## config.mk

```make
export PLATFORM = sky130hd
export DESIGN_NAME = mmio_io_hub
export DESIGN_NICKNAME = d
export VERILOG_FILES = /design/src/rtl/mmio_pkg.sv /design/src/rtl/mmio_io_hub_in_sync_edge.sv /design/src/rtl/mmio_io_hub.sv
export SDC_FILE = /design/constraint.sdc
export NUM_CORES = 1
export LEC_CHECK = 0
export BUFFER_PORTS_ARGS = -buffer_cell sky130_fd_sc_hd__buf_2
export CAP_MARGIN = 20
export CORE_MARGIN = 5
export CORE_UTILIZATION = 48
export CTS_CLUSTER_SIZE = 16
export DETAILED_ROUTE_END_ITERATION = 7
export PLACE_DENSITY = 0.75
export SYNTH_ARGS = -nofsm -noshare
export SYNTH_HDL_FRONTEND = slang
export SYNTH_HIERARCHICAL = 1
export SYNTH_SLANG_ARGS = --single-unit
```

## constraint.sdc

```tcl
create_clock -name CLK -period 2.6 [get_ports CLK]
set_clock_uncertainty 0.2 [all_clocks]
set_input_delay 0.26 -clock CLK [delete_from_list [all_inputs] [get_ports CLK]]
set_output_delay 0.26 -clock CLK [all_outputs]
set_load 0.05 [all_outputs]
```

## src/rtl/mmio_pkg.sv

```systemverilog
// mmio_io_hub shared definitions: default address map and register index helpers.
package mmio_pkg;

    localparam logic [31:0] DEF_BASE_AD = 32'h1100_0000;
    localparam logic [31:0] DEF_STRIDE  = 32'h0004_0000;

    // IRQ register indices relative to NUM_IN+NUM_OUT
    localparam int IRQ_STATUS_OFS = 0;
    localparam int IRQ_MASK_OFS   = 1;

    function automatic logic [31:0] reg_addr(
        input int          k,
        input logic [31:0] base   = DEF_BASE_AD,
        input logic [31:0] stride = DEF_STRIDE
    );
        return base + 32'(k) * stride;
    endfunction

endpackage

```

## src/rtl/mmio_io_hub_in_sync_edge.sv

```systemverilog
// Per-channel two-flop input synchroniser with a history flop for rising-edge
// detection on any bit of the channel.
module in_sync_edge #(
    parameter int IN_W = 16
) (
    input  logic            clk,
    input  logic            rst_n,
    input  logic [IN_W-1:0] din,
    output logic [IN_W-1:0] sync,
    output logic            rise
);

    logic [IN_W-1:0] sync1;
    logic [IN_W-1:0] sync2;
    logic [IN_W-1:0] prev;

    always_ff @(posedge clk or negedge rst_n) begin
        if (!rst_n) begin
            sync1 <= '0;
            sync2 <= '0;
            prev  <= '0;
        end else begin
            sync1 <= din;
            sync2 <= sync1;
            prev  <= sync2;
        end
    end

    assign sync = sync2;
    assign rise = |(sync2 & ~prev);

endmodule

```

## src/rtl/mmio_io_hub.sv

```systemverilog
// OTTER IOBUS hub: synchronised inputs, output registers, edge interrupts.
// Optional MMIO_WSTROBE_EN adds OUT_WSTB write-strobe outputs.
module mmio_io_hub
    import mmio_pkg::*;
#(
    parameter int          NUM_IN  = 4,
    parameter int          IN_W    = 16,
    parameter int          NUM_OUT = 4,
    parameter logic [31:0] BASE_AD = DEF_BASE_AD,
    parameter logic [31:0] STRIDE  = DEF_STRIDE,
    parameter logic [31:0] OUT_RST = 32'h0
) (
    input  logic                    CLK,
    input  logic                    RST_N,
    input  logic [31:0]             IOBUS_ADDR,
    input  logic [31:0]             IOBUS_OUT,
    input  logic                    IOBUS_WR,
    output logic [31:0]             IOBUS_IN,
    input  logic [NUM_IN*IN_W-1:0]  IN_DATA,
    output logic [NUM_OUT*32-1:0]   OUT_DATA,
    output logic                    INTR
`ifdef MMIO_WSTROBE_EN
    ,
    output logic [NUM_OUT-1:0]      OUT_WSTB
`endif
);

    localparam int STAT_IDX = NUM_IN + NUM_OUT + IRQ_STATUS_OFS;
    localparam int MASK_IDX = NUM_IN + NUM_OUT + IRQ_MASK_OFS;

    logic [IN_W-1:0]    in_val [NUM_IN];
    logic [NUM_IN-1:0]  rise;
    logic [NUM_IN-1:0]  pending;
    logic [NUM_IN-1:0]  mask;
    logic [NUM_IN-1:0]  clr;
    logic [31:0]        out_reg [NUM_OUT];
    logic [NUM_OUT-1:0] out_hit;
    logic               stat_hit;
    logic               mask_hit;
    logic [31:0]        rd_data;

    for (genvar i = 0; i < NUM_IN; i++) begin : g_in
        in_sync_edge #(.IN_W(IN_W)) u_sync (
            .clk   (CLK),
            .rst_n (RST_N),
            .din   (IN_DATA[i*IN_W +: IN_W]),
            .sync  (in_val[i]),
            .rise  (rise[i])
        );
    end

    always_comb begin
        out_hit = '0;
        for (int j = 0; j < NUM_OUT; j++)
            out_hit[j] = IOBUS_WR &&
                (IOBUS_ADDR == reg_addr(NUM_IN + j, BASE_AD, STRIDE));
        stat_hit = IOBUS_WR &&
            (IOBUS_ADDR == reg_addr(STAT_IDX, BASE_AD, STRIDE));
        mask_hit = IOBUS_WR &&
            (IOBUS_ADDR == reg_addr(MASK_IDX, BASE_AD, STRIDE));
    end

    assign clr = stat_hit ? IOBUS_OUT[NUM_IN-1:0] : '0;

    always_ff @(posedge CLK or negedge RST_N) begin
        if (!RST_N) begin
            for (int j = 0; j < NUM_OUT; j++) out_reg[j] <= OUT_RST;
        end else begin
            for (int j = 0; j < NUM_OUT; j++)
                if (out_hit[j]) out_reg[j] <= IOBUS_OUT;
        end
    end

    // a new edge outranks a same-cycle W1C of the same bit
    always_ff @(posedge CLK or negedge RST_N) begin
        if (!RST_N) begin
            pending <= '0;
            mask    <= '0;
        end else begin
            pending <= (pending & ~clr) | rise;
            if (mask_hit) mask <= IOBUS_OUT[NUM_IN-1:0];
        end
    end

`ifdef MMIO_WSTROBE_EN
    always_ff @(posedge CLK or negedge RST_N) begin
        if (!RST_N) OUT_WSTB <= '0;
        else        OUT_WSTB <= out_hit;
    end
`endif

    always_comb begin
        rd_data = '0;
        for (int k = 0; k < NUM_IN; k++)
            if (IOBUS_ADDR == reg_addr(k, BASE_AD, STRIDE))
                rd_data[IN_W-1:0] = in_val[k];
        for (int j = 0; j < NUM_OUT; j++)
            if (IOBUS_ADDR == reg_addr(NUM_IN + j, BASE_AD, STRIDE))
                rd_data = out_reg[j];
        if (IOBUS_ADDR == reg_addr(STAT_IDX, BASE_AD, STRIDE))
            rd_data[NUM_IN-1:0] = pending;
        if (IOBUS_ADDR == reg_addr(MASK_IDX, BASE_AD, STRIDE))
            rd_data[NUM_IN-1:0] = mask;
    end

    assign IOBUS_IN = rd_data;
    assign INTR     = |(pending & mask);

    for (genvar j = 0; j < NUM_OUT; j++) begin : g_out
        assign OUT_DATA[j*32 +: 32] = out_reg[j];
    end

endmodule

```

# After elaboration in Yosys (flattened, before gate mapping)
# Index checks and enable logic that the tools add are counted.
[op_classes] eq_ne=10 muxes=11 bitwise=12 reduce_logical=11
[ops] operator="$eq 32x29->1 const B" n=10
[ops] operator="$mux 32" n=4
[ops] operator="$and 16x16->16" n=4
[ops] operator="$mux 16" n=4
[ops] operator="$not 16->16" n=4
[ops] operator="$reduce_or 16->1" n=4
[ops] operator="$mux 4" n=3
[ops] operator="$and 4x4->4" n=2
[ops] operator="$logic_and 1x1->1" n=6
[ops] operator="$not 4->4" n=1
[ops] operator="$or 4x4->4" n=1
[ops] operator="$reduce_or 4->1" n=1
[totals] reg_bits=328 input_bits=131 out_inout_bits=161 word_cells=62

# Logic depth before layout (Yosys ltp)
[depth] ltp_word=11 ltp_mapped=9 ltp_nobuf=6

# Hierarchy
# The synthesis kept the hierarchy.
[by_module_without_submodules] module="mmio_io_hub" n_inst=1 cells_per_inst=536 area_each_um2=7014.2 seq_area_each_um2=3403.3
[by_module_without_submodules] module="in_sync_edge" n_inst=4 cells_per_inst=69 area_each_um2=1380.1 seq_area_each_um2=1201.2

# Worst setup path before layout
# No wires, ideal clock.
[synth_timing] path_kind="input to output" from="input port IOBUS_ADDR[6]" to="output port IOBUS_IN[0]" arrival_time_ns=3.071 required_ns=2.140 path_slack_ns=-0.931 stages=7 n_path_buf=2 path_cell_list="or4_1 or2_0 buf_6 nor4_4 buf_2 a221oi_1 o31ai_1"
[synth_between] elab_chain_len=11 word_cells_on_any_way=20 classes_between="eq/ne: 10; mux: 10"
[synth_rtl] item="from (decl)" line="mmio_io_hub.sv:15" source="input logic [31:0] IOBUS_ADDR,"
[synth_rtl] item="$eq 32x29->1" line="mmio_io_hub.sv:95" source="if (IOBUS_ADDR == reg_addr(k, BASE_AD, STRIDE))"
[synth_rtl] item="$mux 16 (4 in a row)" line="mmio_io_hub.sv:95"
[synth_rtl] item="$mux 32 (4 in a row)" line="mmio_io_hub.sv:98" source="if (IOBUS_ADDR == reg_addr(NUM_IN + j, BASE_AD, STRIDE))"
[synth_rtl] item="$mux 4" line="mmio_io_hub.sv:100" source="if (IOBUS_ADDR == reg_addr(STAT_IDX, BASE_AD, STRIDE))"
[synth_rtl] item="$mux 4 *" line="mmio_io_hub.sv:102" source="if (IOBUS_ADDR == reg_addr(MASK_IDX, BASE_AD, STRIDE))"
[synth_rtl] item="to (decl)" line="mmio_io_hub.sv:18" source="output logic [31:0] IOBUS_IN,"
# Mark *: on every way between the ends. The rest lies on a longest branch, timed or not.

# Final worst setup path
[layout_timing] from="input port IOBUS_ADDR[12]" to="output port IOBUS_IN[12]"
[layout_between] elab_chain_len=9 word_cells_on_any_way=16 classes_between="eq/ne: 8; mux: 8"
[layout_rtl] item="$eq 32x29->1" line="mmio_io_hub.sv:95"
[layout_rtl] item="$mux 16 (4 in a row)" line="mmio_io_hub.sv:95"
[layout_rtl] item="$mux 32 (3 in a row)" line="mmio_io_hub.sv:98"
[layout_rtl] item="$mux 32 *" line="mmio_io_hub.sv:98"
# Marked as above.

==> reports/qor.yml <==
finalSetupViolations: 32
drtPass1Iterations: 6
grt_pass1_wl_mm: 60.3
drive_gt1_share_pct: 52.3
crit_path_end_kind: "output pin"
place_ws_ps: -661
post-route-util_pct: 71.9
drc: 0
num_vias: 9366
die_w_um: 172
rsz0062_at_grt: "yes"
synth_cell_type_count: 52
cp-start-kind: "input pin"
place_area_mm2: 0.0154
avgSynthCellArea_um2: 15.4
worstSetupPathType: "in2out"
multi_input_area_mm2: 0.00463
wirelength_mm: 40.7
hold_path_class: "in2async"
cts_sinks: 328
fin_cells: 1682
maxSlewViolCount: 0
synthArstFlopShare_pct: 100
vdd_drop_max_mv: 0.504
run_status: "finished, violations left"
final_cell_mix: "328 x dfrtp_1, 252 x buf_2, 97 x dlygate4sd3_1"
fin_ws_ps: -501
whs_ps: 90.1
fmax_mhz: 322
cp.arrival_ps: 2640
die_h_um: 172
mostFrequentLayoutCell: "dfrtp_1"
synth-seq-cells: 328
fin_crit_sh_pct: 119
ys_seq_area_share_pct: 65.5
synth_nets: 943
yosys_warnings: 6
synthFlopType: "dfrtp_1"
antenna_found_initial: 0
clk_pin_slew_worst_paths_ps: 60
gr-usage-all-layers_pct: 27.1
numCtsBuffers: 35
finalSetupTns_ps: -10980
grt-ovfl-total: 0
die_area_mm2: 0.0294
root_buffer: "clkbuf_16"
syn_inst: 812
io_buffer_count: 291
synth_edf_count: 0
worstMarginPinSlew_ps: 701
finalHoldViolCount: 0
htreeDepth: 2
drtAntennaViolNets: 0
core_area_mm2: 0.0259
cts_buffer_depth: 3
finalInstanceArea_mm2: 0.0186
nets: 1453
gp_congestion: 0.892
grt_pass1_vias: 10100
clkLatencyLatePin_ps: 510
nFillCells: 1598
dp_cells: 1495
relSlewSlack_pct: 53.2
area_delta_synth_final_pct: 48.6
cap_viol_max_count: 0
fin_crit_ps: 3100
tritoncts: "yes"
p_per_area_mw_per_mm2: 591
vias_per_cell: 5.57
p_leak_nw: 9.35
worstPathMaxFanout: 5
first_iter_violations: 985
syn_area_mm2: 0.0125
grt_max_degree: 73
num_io_pins: 292
crit_required_ps: 2140
wl_per_cell_um: 24.2
antenna_cells: 0
start_util_pct: 48.4
dp_hpwl_mm: 26.3
rows: 59
violations: "negative setup slack"
r2r_slack_ps: 580
regArea_mm2: 0.00821
p_total_mw: 11.0
routing by layer:
metal / track usage, % / routed length [um]
met4: 10.2 / 1330
met2: 46.1 / 20700
met1: 34.6 / 15500
met3: 5.54 / 3230
met5: 0 / 0
timing repair:
| item | in CTS | in global routing |
|---|---|---|
| pin swaps | 25 | 37 |
| hold endpoints to repair | 341 | 0 |
| buffers inserted | 19 | 11 |
| hold buffers | 97 | 0 |
| setup endpoints to repair | 32 | 32 |
| gates cloned | 6 | 1 |
| gates resized for setup | 134 | 57 |
flip-flops by register name, summed over array words and instances, names as in the netlist:
signal	flops
OUT_DATA	128
mask	4
g_in.u_sync/sync	64
g_in.u_sync/sync1	64
pending	4
g_in.u_sync/prev	64
critical path, stage by stage:
cell and delay (ps):
buf_6 90, or4_4 540, buf_6 150, or2_4 290, nor4_4 270, buf_4 190
buf_12 130, buf_4 110, a21oi_2 50, a31oi_1 240, a21o_2 160, buf_8 150
final timing paths:
path                       depth (start not counted)                     from                      end
setup / recovery                                  12           IOBUS_ADDR[12]             IOBUS_IN[12]
hold / removal                                     2                    RST_N  g_in[2].u_sync/sync1[0]
max in group asynchronous                          3                    RST_N             OUT_DATA[52]
setup reg to reg                                   4  g_in[1].u_sync/sync[15]               pending[1]
min in group CLK                                   0  g_in[0].u_sync/sync1[9]   g_in[0].u_sync/sync[9]
hold reg to reg                                    0  g_in[0].u_sync/sync1[9]   g_in[0].u_sync/sync[9]
cell type report:
cell class	count	area share, %
clock buffer	46	5.24
clock inverter	16	1.09
inverter	16	0.322
multi-input combinational	432	24.8
sequential	328	44.1
tap	335	2.25
timing repair buffer	509	22.2
cells in the mapped netlist (6+ instances only):
library cell | count | area, um^2
inv_1 | 16 | 60.1
nor2b_4 | 12 | 165
and3_1 | 8 | 50.1
or4_1 | 7 | 52.6
nor2b_1 | 37 | 231
a22oi_1 | 27 | 203
mux2_1 | 42 | 473
mux2_2 | 46 | 518
nor2_1 | 16 | 60.1
a21o_1 | 10 | 75.1
nor4_4 | 6 | 128
buf_6 | 15 | 169
a21oi_1 | 25 | 125
buf_2 | 8 | 40.0
a222oi_1 | 21 | 210
clkbuf_1 | 11 | 41.3
dfrtp_1 | 328 | 8210
a2111oi_2 | 16 | 240
mux2_4 | 45 | 676
o21ai_0 | 10 | 50.1
a31oi_1 | 9 | 56.3
nand2_1 | 26 | 97.6
logic make-up (layout without fill, tap and decap cells):
group	count (synthesis)	after routing	synth area share, %
AOI/OAI and AO/OA	144	144	9.36
buffers and inverters	53	587	2.66
and+or+nand+nor	153	154	9.02
muxes	134	134	13.5
DFF	328	328	65.5
power by group:
part           switching [mW]  total, mW  internal [mW]
combinational           0.272      0.552          0.280
sequential             0.0927       5.35           5.26
clock                    2.04       5.11           3.07
total                    2.41       11.0           8.60
(Power assumes the default switching activity.)
